File: src/rtl/dlsc_mul32.sv
// dlsc_mul32 - iterative 32x32 multiplier, signed or unsigned, exact 64-bit
// product. One multiplier bit per clock: 32 add/shift steps, then one fix-up
// cycle that applies the sign. The start/done handshake matches the iterative
// divider, so both units can share one issue/stall path.
//
// Ports
//   clk           system clock, rising edge
//   rst           asynchronous active-high reset
//   multiplicand  operand A, sampled when start=1
//   multiplier    operand B, sampled when start=1
//   sign          1 = both operands two's complement, 0 = unsigned
//   start         single-cycle request; restarts the unit if it is busy
//   done          1 = idle with a valid product, 0 = busy
//   product_hi    product bits [63:32]
//   product_lo    product bits [31:0]
//
// state    | meaning
// ---------+-----------------------------------------------------------
// ST_IDLE  | product valid, waiting for start
// ST_RUN   | add/shift step, count 0..31
// ST_FIX   | negate the magnitude if needed, publish product, raise done

module dlsc_mul32 #(
   parameter DEVICE = "GENERIC"
) (
   input  logic        clk,
   input  logic        rst,
   input  logic [31:0] multiplicand,
   input  logic [31:0] multiplier,
   input  logic        sign,
   input  logic        start,
   output logic        done,
   output logic [31:0] product_hi,
   output logic [31:0] product_lo
);

   typedef enum logic [1:0] {
      ST_IDLE = 2'd0,
      ST_RUN  = 2'd1,
      ST_FIX  = 2'd2
   } state_t;

   state_t      state;
   state_t      state_nxt;

   logic [4:0]  count;
   logic [32:0] acc;
   logic [31:0] mq;
   logic [31:0] mcand_mag;
   logic        neg;

   logic [31:0] a_mag;
   logic [31:0] b_mag;
   logic [32:0] sum;
   logic [63:0] mag;
   logic [63:0] prod_res;

   // Two's complement magnitude; -2^31 maps onto 0x80000000, which is
   // exactly right when the result is read as unsigned.
   assign a_mag = (sign & multiplicand[31]) ? (32'd0 - multiplicand) : multiplicand;
   assign b_mag = (sign & multiplier[31])   ? (32'd0 - multiplier)   : multiplier;

   // No device-specific carry chain exists yet; every target uses the
   // portable adder.
   if (DEVICE == "GENERIC") begin : g_sum_generic
      assign sum = acc + {1'b0, (mq[0] ? mcand_mag : 32'd0)};
   end else begin : g_sum_other
      assign sum = acc + {1'b0, (mq[0] ? mcand_mag : 32'd0)};
   end

   assign mag      = {acc[31:0], mq};
   assign prod_res = neg ? (64'd0 - mag) : mag;

   always_ff @(posedge clk or posedge rst) begin
      if (rst) begin
         state <= ST_IDLE;
      end else begin
         state <= state_nxt;
      end
   end

   always_comb begin
      state_nxt = state;
      case (state)
         ST_IDLE: state_nxt = ST_IDLE;
         ST_RUN:  if (count == 5'd31) state_nxt = ST_FIX;
         ST_FIX:  state_nxt = ST_IDLE;
         default: state_nxt = ST_IDLE;
      endcase
      // start wins in every state, including FIX, so an aborted result
      // never reaches the product registers.
      if (start) begin
         state_nxt = ST_RUN;
      end
   end

   always_ff @(posedge clk or posedge rst) begin
      if (rst) begin
         count      <= 5'd0;
         acc        <= 33'd0;
         mq         <= 32'd0;
         mcand_mag  <= 32'd0;
         neg        <= 1'b0;
         done       <= 1'b1;
         product_hi <= 32'd0;
         product_lo <= 32'd0;
      end else if (start) begin
         count     <= 5'd0;
         acc       <= 33'd0;
         mq        <= b_mag;
         mcand_mag <= a_mag;
         neg       <= sign & (multiplicand[31] ^ multiplier[31]);
         done      <= 1'b0;
      end else begin
         case (state)
            ST_RUN: begin
               // The adder carry drops into acc[31]; the bit shifted out of
               // the accumulator becomes the next product bit in mq.
               {acc, mq} <= {sum, mq} >> 1;
               count     <= count + 5'd1;
            end
            ST_FIX: begin
               {product_hi, product_lo} <= prod_res;
               done                     <= 1'b1;
            end
            default: begin
            end
         endcase
      end
   end

endmodule
File: config.mk
export PLATFORM = sky130hd
export DESIGN_NAME = dlsc_mul32
export DESIGN_NICKNAME = d
export VERILOG_FILES = /design/src/rtl/dlsc_mul32.sv
export SDC_FILE = /design/constraint.sdc
export NUM_CORES = 1
export LEC_CHECK = 0
export ABC_CLOCK_PERIOD_IN_PS = 9800
export CORE_MARGIN = 4
export CORE_UTILIZATION = 30
export CTS_CLUSTER_SIZE = 30
export DETAILED_ROUTE_END_ITERATION = 6
export REMOVE_ABC_BUFFERS = 1
export SLEW_MARGIN = 10
export SYNTH_ARGS = -nofsm -noshare
export SYNTH_HDL_FRONTEND = slang
export SYNTH_SLANG_ARGS = --single-unit
export TNS_END_PERCENT = 1
File: constraint.sdc
create_clock -name clk -period 9.8 [get_ports clk]
set_input_delay 2.94 -clock clk [delete_from_list [all_inputs] [get_ports clk]]
set_output_delay 2.94 -clock clk [all_outputs]
set_load 0.05 [all_outputs]
==> results of run 1 <==
-- synthesized netlist by cell type, drive strengths merged (24+ instances only) --
cell,number
and2,36
mux2i,24
ha,37
xor2,97
nand2,183
nor3,24
clkbuf,56
a21oi,103
or3,29
xnor2,37
o31ai,30
o21ai,154
nor2,95
dfrtp,168
inv,25
-- worst max path at each step --
stage | to | depth (start not counted)
after floorplan | acc[0] | 1
after global placement | mq[28] | 8
after detailed placement | mcand_mag[25] | 8
after CTS | mcand_mag[25] | 8
after global routing | mcand_mag[25] | 8
final | mcand_mag[25] | 8
-- flip-flops by register name, indices dropped and copies added, names as in the netlist --
register	flops
product_lo	32
done	1
mcand_mag	32
mq	32
count	5
product_hi	32
neg	1
acc	32
state	2
-- routing by layer --
metal | up-vias | track usage (%) | wire length (um)
met5 | - | 0 | 0
met4 | 0 | 4.50 | 543
met3 | 40 | 2.04 | 1490
met2 | 218 | 25.3 | 14600
met1 | 4564 | 23.4 | 15500
li1 | 4809 | - | -
-- cells in the final DEF, fill, tap and decap left out, types with 36 or more instances in the layout --
cell type | synthesis | layout
xor2_1 | 97 | 97
clkdlybuf4s50_1 | 0 | 131
nor2_1 | 95 | 95
ha_1 | 37 | 37
nand2_1 | 183 | 182
a21oi_1 | 103 | 103
and2_1 | 36 | 36
o21ai_0 | 148 | 148
dfrtp_1 | 168 | 168
xnor2_1 | 37 | 37
-- critical path: stages --
cell             delay [ns]
clkdlybuf4s50_1        0.45
or4_1                  0.62
nand4b_1               0.32
or2_2                  0.37
nor4_1                 0.59
a21oi_1                0.17
xnor2_1                0.19
a21oi_1                0.09
-- cells by family (layout without fill, tap and decap cells) --
family,Yosys count,in the layout,share of synthesized area [%]
adders and majority gates,38,38,4.39
muxes,25,25,2.29
DFF,169,169,38.4
buffers and inverters,90,195,3.15
xor gates and xnor gates,134,134,10.7
and+or+nand+nor,472,472,20.7
AOI/OAI and AO/OA,372,372,20.3
-- final cells by class --
cell class	instances	area share, %
multi-input combinational	1041	48.5
sequential	169	31.9
timing repair buffer	138	10.3
tap	461	4.34
clock buffer	18	3.23
clock inverter	14	1.02
inverter	25	0.745
-- through the flow --
step / utilization (%) / hold WS, ns / power [mW] / cells
floorplan: - / 0.472 / 1.51 / 1235
global placement: 35.4 / 0.461 / 1.77 / 1834
detailed placement: 35.4 / 0.470 / 1.78 / 1834
CTS: 37.0 / 0.487 / 2.46 / 1866
global route: 37.0 / 0.506 / 2.62 / 1866
finish: 37.0 / 0.479 / 2.45 / 1866
-- power by group through the flow --
stage / combinational (mW) / sequential (mW) / clock (mW)
global placement: 0.821 / 0.947 / 0
finish: 0.833 / 0.940 / 0.676
CTS: 0.831 / 0.937 / 0.695
global route: 0.943 / 0.958 / 0.720
detailed placement: 0.827 / 0.950 / 0
floorplan: 0.615 / 0.892 / 0
==> impl_metrics.tcl, run 1 <==
set metrics [dict create \
    status "finished clean" \
    max_slew.worst_pin.slew_ns 1.11 \
    rrSetupSlack_ns 5.77 \
    synth_cell_types 66 \
    antenna_found_initial 0 \
    clkTransAtPathRegs_ns 0.06 \
    hold_start "product_lo[5]" \
    synth.area.top_cells "dfrtp_1, xor2_1, o21ai_0" \
    syn_inst 1300 \
    post_drt_wl_per_cell_um 17.2 \
    ctsHoldBuffers 0 \
    initial_core_util_pct 30.6 \
    synth.avg_cell_area_um2 8.46 \
    r2r-start "mq[0]" \
    swShare_pct 39.0 \
    place_congestion 0.883 \
    firstDrtPassIters 7 \
    min_period_over_period_pct 55.9 \
    p_seq_share_pct 38.4 \
    relSlewSlack_pct 25.7 \
    ir_worst_vdd_mv 0.134 \
    rr_worst_depth 9 \
    dpl.hpwl_um 23800 \
    cp-end-kind "flop" \
    switchingPower_mw 0.955 \
    multi_input_area_um2 6440 \
    drv_slew 0 \
    drv_cap 0 \
    postLayoutCellArea_um2 13300 \
    seq_area_um2 4230 \
    num_vias 9631 \
    die_area_um2 39800 \
    worst-path-max-fanout 5 \
    p_comb_share_pct 34.0 \
    clk_latency_ns 0.44 \
    min_path_cells 2 \
    postRouteAntennaNets 0 \
    io_buffers 132 \
    grt_setup_unrepaired "false" \
    numCtsBuffers 17 \
    pre_cts_ws_ns 3.92 \
    grtUsageTotal_pct 16.1 \
    synth_top_area_cell "dfrtp_1" \
    min_path_type "reg -> reg" \
    die_y_um 200 \
    post_cts_buffers 0 \
    rows 69 \
    drt_iter0_drc 581 \
    core-area_um2 35900 \
    syn-cell-area_um2 11000 \
    synth_ff_type "dfrtp_1" \
    p_clk_share_pct 27.6 \
    p_per_area_nw_per_um2 184 \
    grt_pass1_vias 9275 \
    nets 1498 \
    diodes 0 \
    period_minus_slack_ns 5.48 \
    vias_per_cell 5.16 \
    grt_max_degree 129 \
    hold_end "product_lo[5]" \
    htreeDepth 4 \
    finalSetupViolations 0 \
    power.leakage_nw 5.60 \
    drive_above_1_share_pct 4.41 \
    worstSetupStartpoint "multiplicand[0]" \
    drc 0 \
    setup_tns_ns 0 \
    fin_skew_ns 0.0103 \
    clockBufferDepth 2 \
    cts_sinks 169 \
    ys_seq_elements 169 \
    critPathRequiredTime_ns 10.08 \
    cp.arrival_ns 5.76 \
    post_cts_resize_count 0 \
    die_w_um 200 \
    synthArstFlopShare_pct 100 \
    internal-power_mw 1.49 \
    startpoint_type "primary input" \
    num-fill-cells 3712 \
    pin_count 133 \
    yosys.area.top_type_share_pct 38.2 \
    max_freq_mhz 183 \
    synth_warnings 0 \
    synth_edf_count 0 \
    wl_um 32200 \
    area_growth_pct 20.7 \
    worstSetupPathType "in -> reg" \
    place_area_um2 12700 \
    root_buffer "clkbuf_16" \
    grt_overflow 0 \
    grt_pass1_wl_um 51400 \
    yosysSeqAreaShare_pct 38.4 \
    hold_violations 0 \
    setup_ws_ns 4.32 \
    r2r-end "product_hi[8]" \
    cts_tree "built" \
]
(Power assumes the default switching activity.)
==> run 2, diff against run 1 <==
Settings changed: ABC_CLOCK_PERIOD_IN_PS 9800 to 4900.
Clock period 9.8 ns to 4.9 ns, I/O delays scaled along.
==> impl_metrics.tcl, run 2 (synthesized netlist as in run 1, its figures left out) <==
set metrics [dict create \
    worst-path-max-fanout 5 \
    power.leakage_nw 5.65 \
    wl_um 32200 \
    grt_max_degree 81 \
    diodes 0 \
    root_buffer "clkbuf_16" \
    dpl.hpwl_um 24100 \
    die_y_um 200 \
    critPathMaxStageDelay_ns 0.61 \
    area_growth_pct 21.5 \
    post_cts_buffers 0 \
    p_per_area_nw_per_um2 368 \
    critPathRequiredTime_ns 5.19 \
    grt_setup_unrepaired "false" \
    grt_overflow 0 \
    place_inst 1840 \
    post_cts_resize_count 0 \
    postLayoutCellArea_um2 13400 \
    initial_core_util_pct 30.6 \
    cp.arrival_ns 4.29 \
    firstDrtPassIters 5 \
    grt_pass1_wl_um 51600 \
    grtUsageTotal_pct 16.1 \
    hold_start "product_hi[12]" \
    multi_input_area_um2 6440 \
    worstSetupStartpoint "multiplier[10]" \
    hold_violations 0 \
    cp-end-kind "flop" \
    final_common_cell "nand2_1" \
    place_area_um2 12800 \
    fin_skew_ns 0.00923 \
    setup_tns_ns 0 \
    place_congestion 0.857 \
    r2r-start "mq[0]" \
    power_mw 4.93 \
    max_freq_mhz 250 \
    p_clk_share_pct 27.9 \
    startpoint_type "primary input" \
    num_vias 9744 \
    num-fill-cells 3669 \
    nets 1504 \
    status "finished clean" \
    numCtsBuffers 17 \
    min_period_over_period_pct 81.7 \
    drv_slew 0 \
    worstSetupPathType "in -> reg" \
    die_area_um2 39800 \
    clk_latency_ns 0.43 \
    htreeDepth 4 \
    vias_per_cell 5.21 \
    clockBufferDepth 2 \
    mostFrequentLayoutCells "nand2_1, dfrtp_1, o21ai_0" \
    ctsHoldBuffers 0 \
    crit_chain "clkdlybuf4s50_1 > or4_1 > or4_1 > nor2_1 > nand3_1 > o31ai_1 > xor2_1 > a21oi_1" \
    cts_tree "built" \
    p_seq_share_pct 38.1 \
    fin_cells 1872 \
    slowest_stage "or4_1" \
    grt_pass1_vias 9271 \
    postRouteAntennaNets 0 \
    period_minus_slack_ns 4.00 \
    internal-power_mw 3.07 \
    switchingPower_mw 1.86 \
    swShare_pct 37.7 \
    drt_iter0_drc 582 \
    clkTransAtPathRegs_ns 0.07 \
    seq_area_um2 4230 \
    p_comb_share_pct 34.0 \
    ir_worst_vdd_mv 0.230 \
    pin_count 133 \
    max_slew.worst_pin.slew_ns 1.08 \
    drive_above_1_share_pct 4.75 \
    cpMostUsedCell "or4_1" \
    post-route-util_pct 37.2 \
    die_w_um 200 \
    core-area_um2 35900 \
    drv_cap 0 \
    rows 69 \
    finalSetupViolations 0 \
    relSlewSlack_pct 27.8 \
    antenna_found_initial 0 \
    io_buffers 132 \
    post_drt_wl_per_cell_um 17.2 \
    drc 0 \
    min_path_type "reg -> reg" \
    cts_sinks 169 \
]
==> run 2: area by class of cell <==
cell class	instances	share of cell area, %
clock buffer	22	3.55
clock inverter	10	0.870
inverter	25	0.739
multi-input combinational	1041	48.2
sequential	169	31.6
tap	461	4.31
timing repair buffer	144	10.7
==> run 2: critical path, delay by kind of cell <==
kind,cells,cell delay (ns)
simple gates,4,1.73
buf+inv,1,0.46
compound gates,2,0.45
xor+xnor,1,0.18
==> run 2: path summary, 6_finish.rpt <==
check / end / cells after the start / slack (ns)
worst max-delay path: mq[27] / 8 / 0.90
worst min-delay path: product_hi[12] / 2 / 0.48
worst max register to register: acc[28] / 9 / 1.30
worst min register to register: product_hi[12] / 2 / 0.48
max in group asynchronous: product_lo[14] / 3 / 2.50
min in group asynchronous: product_hi[2] / 2 / 1.52
==> run 2: metrics by stage <==
step	hold WS (ns)	worst slack (ns)
6_report	0.478	0.895
5_1_grt	0.498	0.693
4_1_cts	0.485	0.941
3_5_place_dp	0.470	0.527
3_3_place_gp	0.461	0.539
2_1_floorplan	0.472	-1.14
==> run 2: routing by layer <==
metal	vias up	routed length [um]	GRT usage, %	share of wire (%)
li1	4831	-	-	-
met1	4616	15600	23.8	48
met2	263	14500	25.0	45
met3	34	1620	2.06	5.0
met4	0	546	4.45	1.7
met5	-	0	0	0
==> run 2: power groups by stage <==
| stage | registers (mW) | clock network [mW] | logic [mW] |
|---|---|---|---|
| final | 1.88 | 1.37 | 1.67 |
| after global routing | 1.91 | 1.47 | 1.90 |
| after CTS | 1.87 | 1.41 | 1.67 |
| after detailed placement | 1.90 | 0 | 1.66 |
| after global placement | 1.89 | 0 | 1.65 |
| after floorplan | 1.78 | 0 | 1.23 |
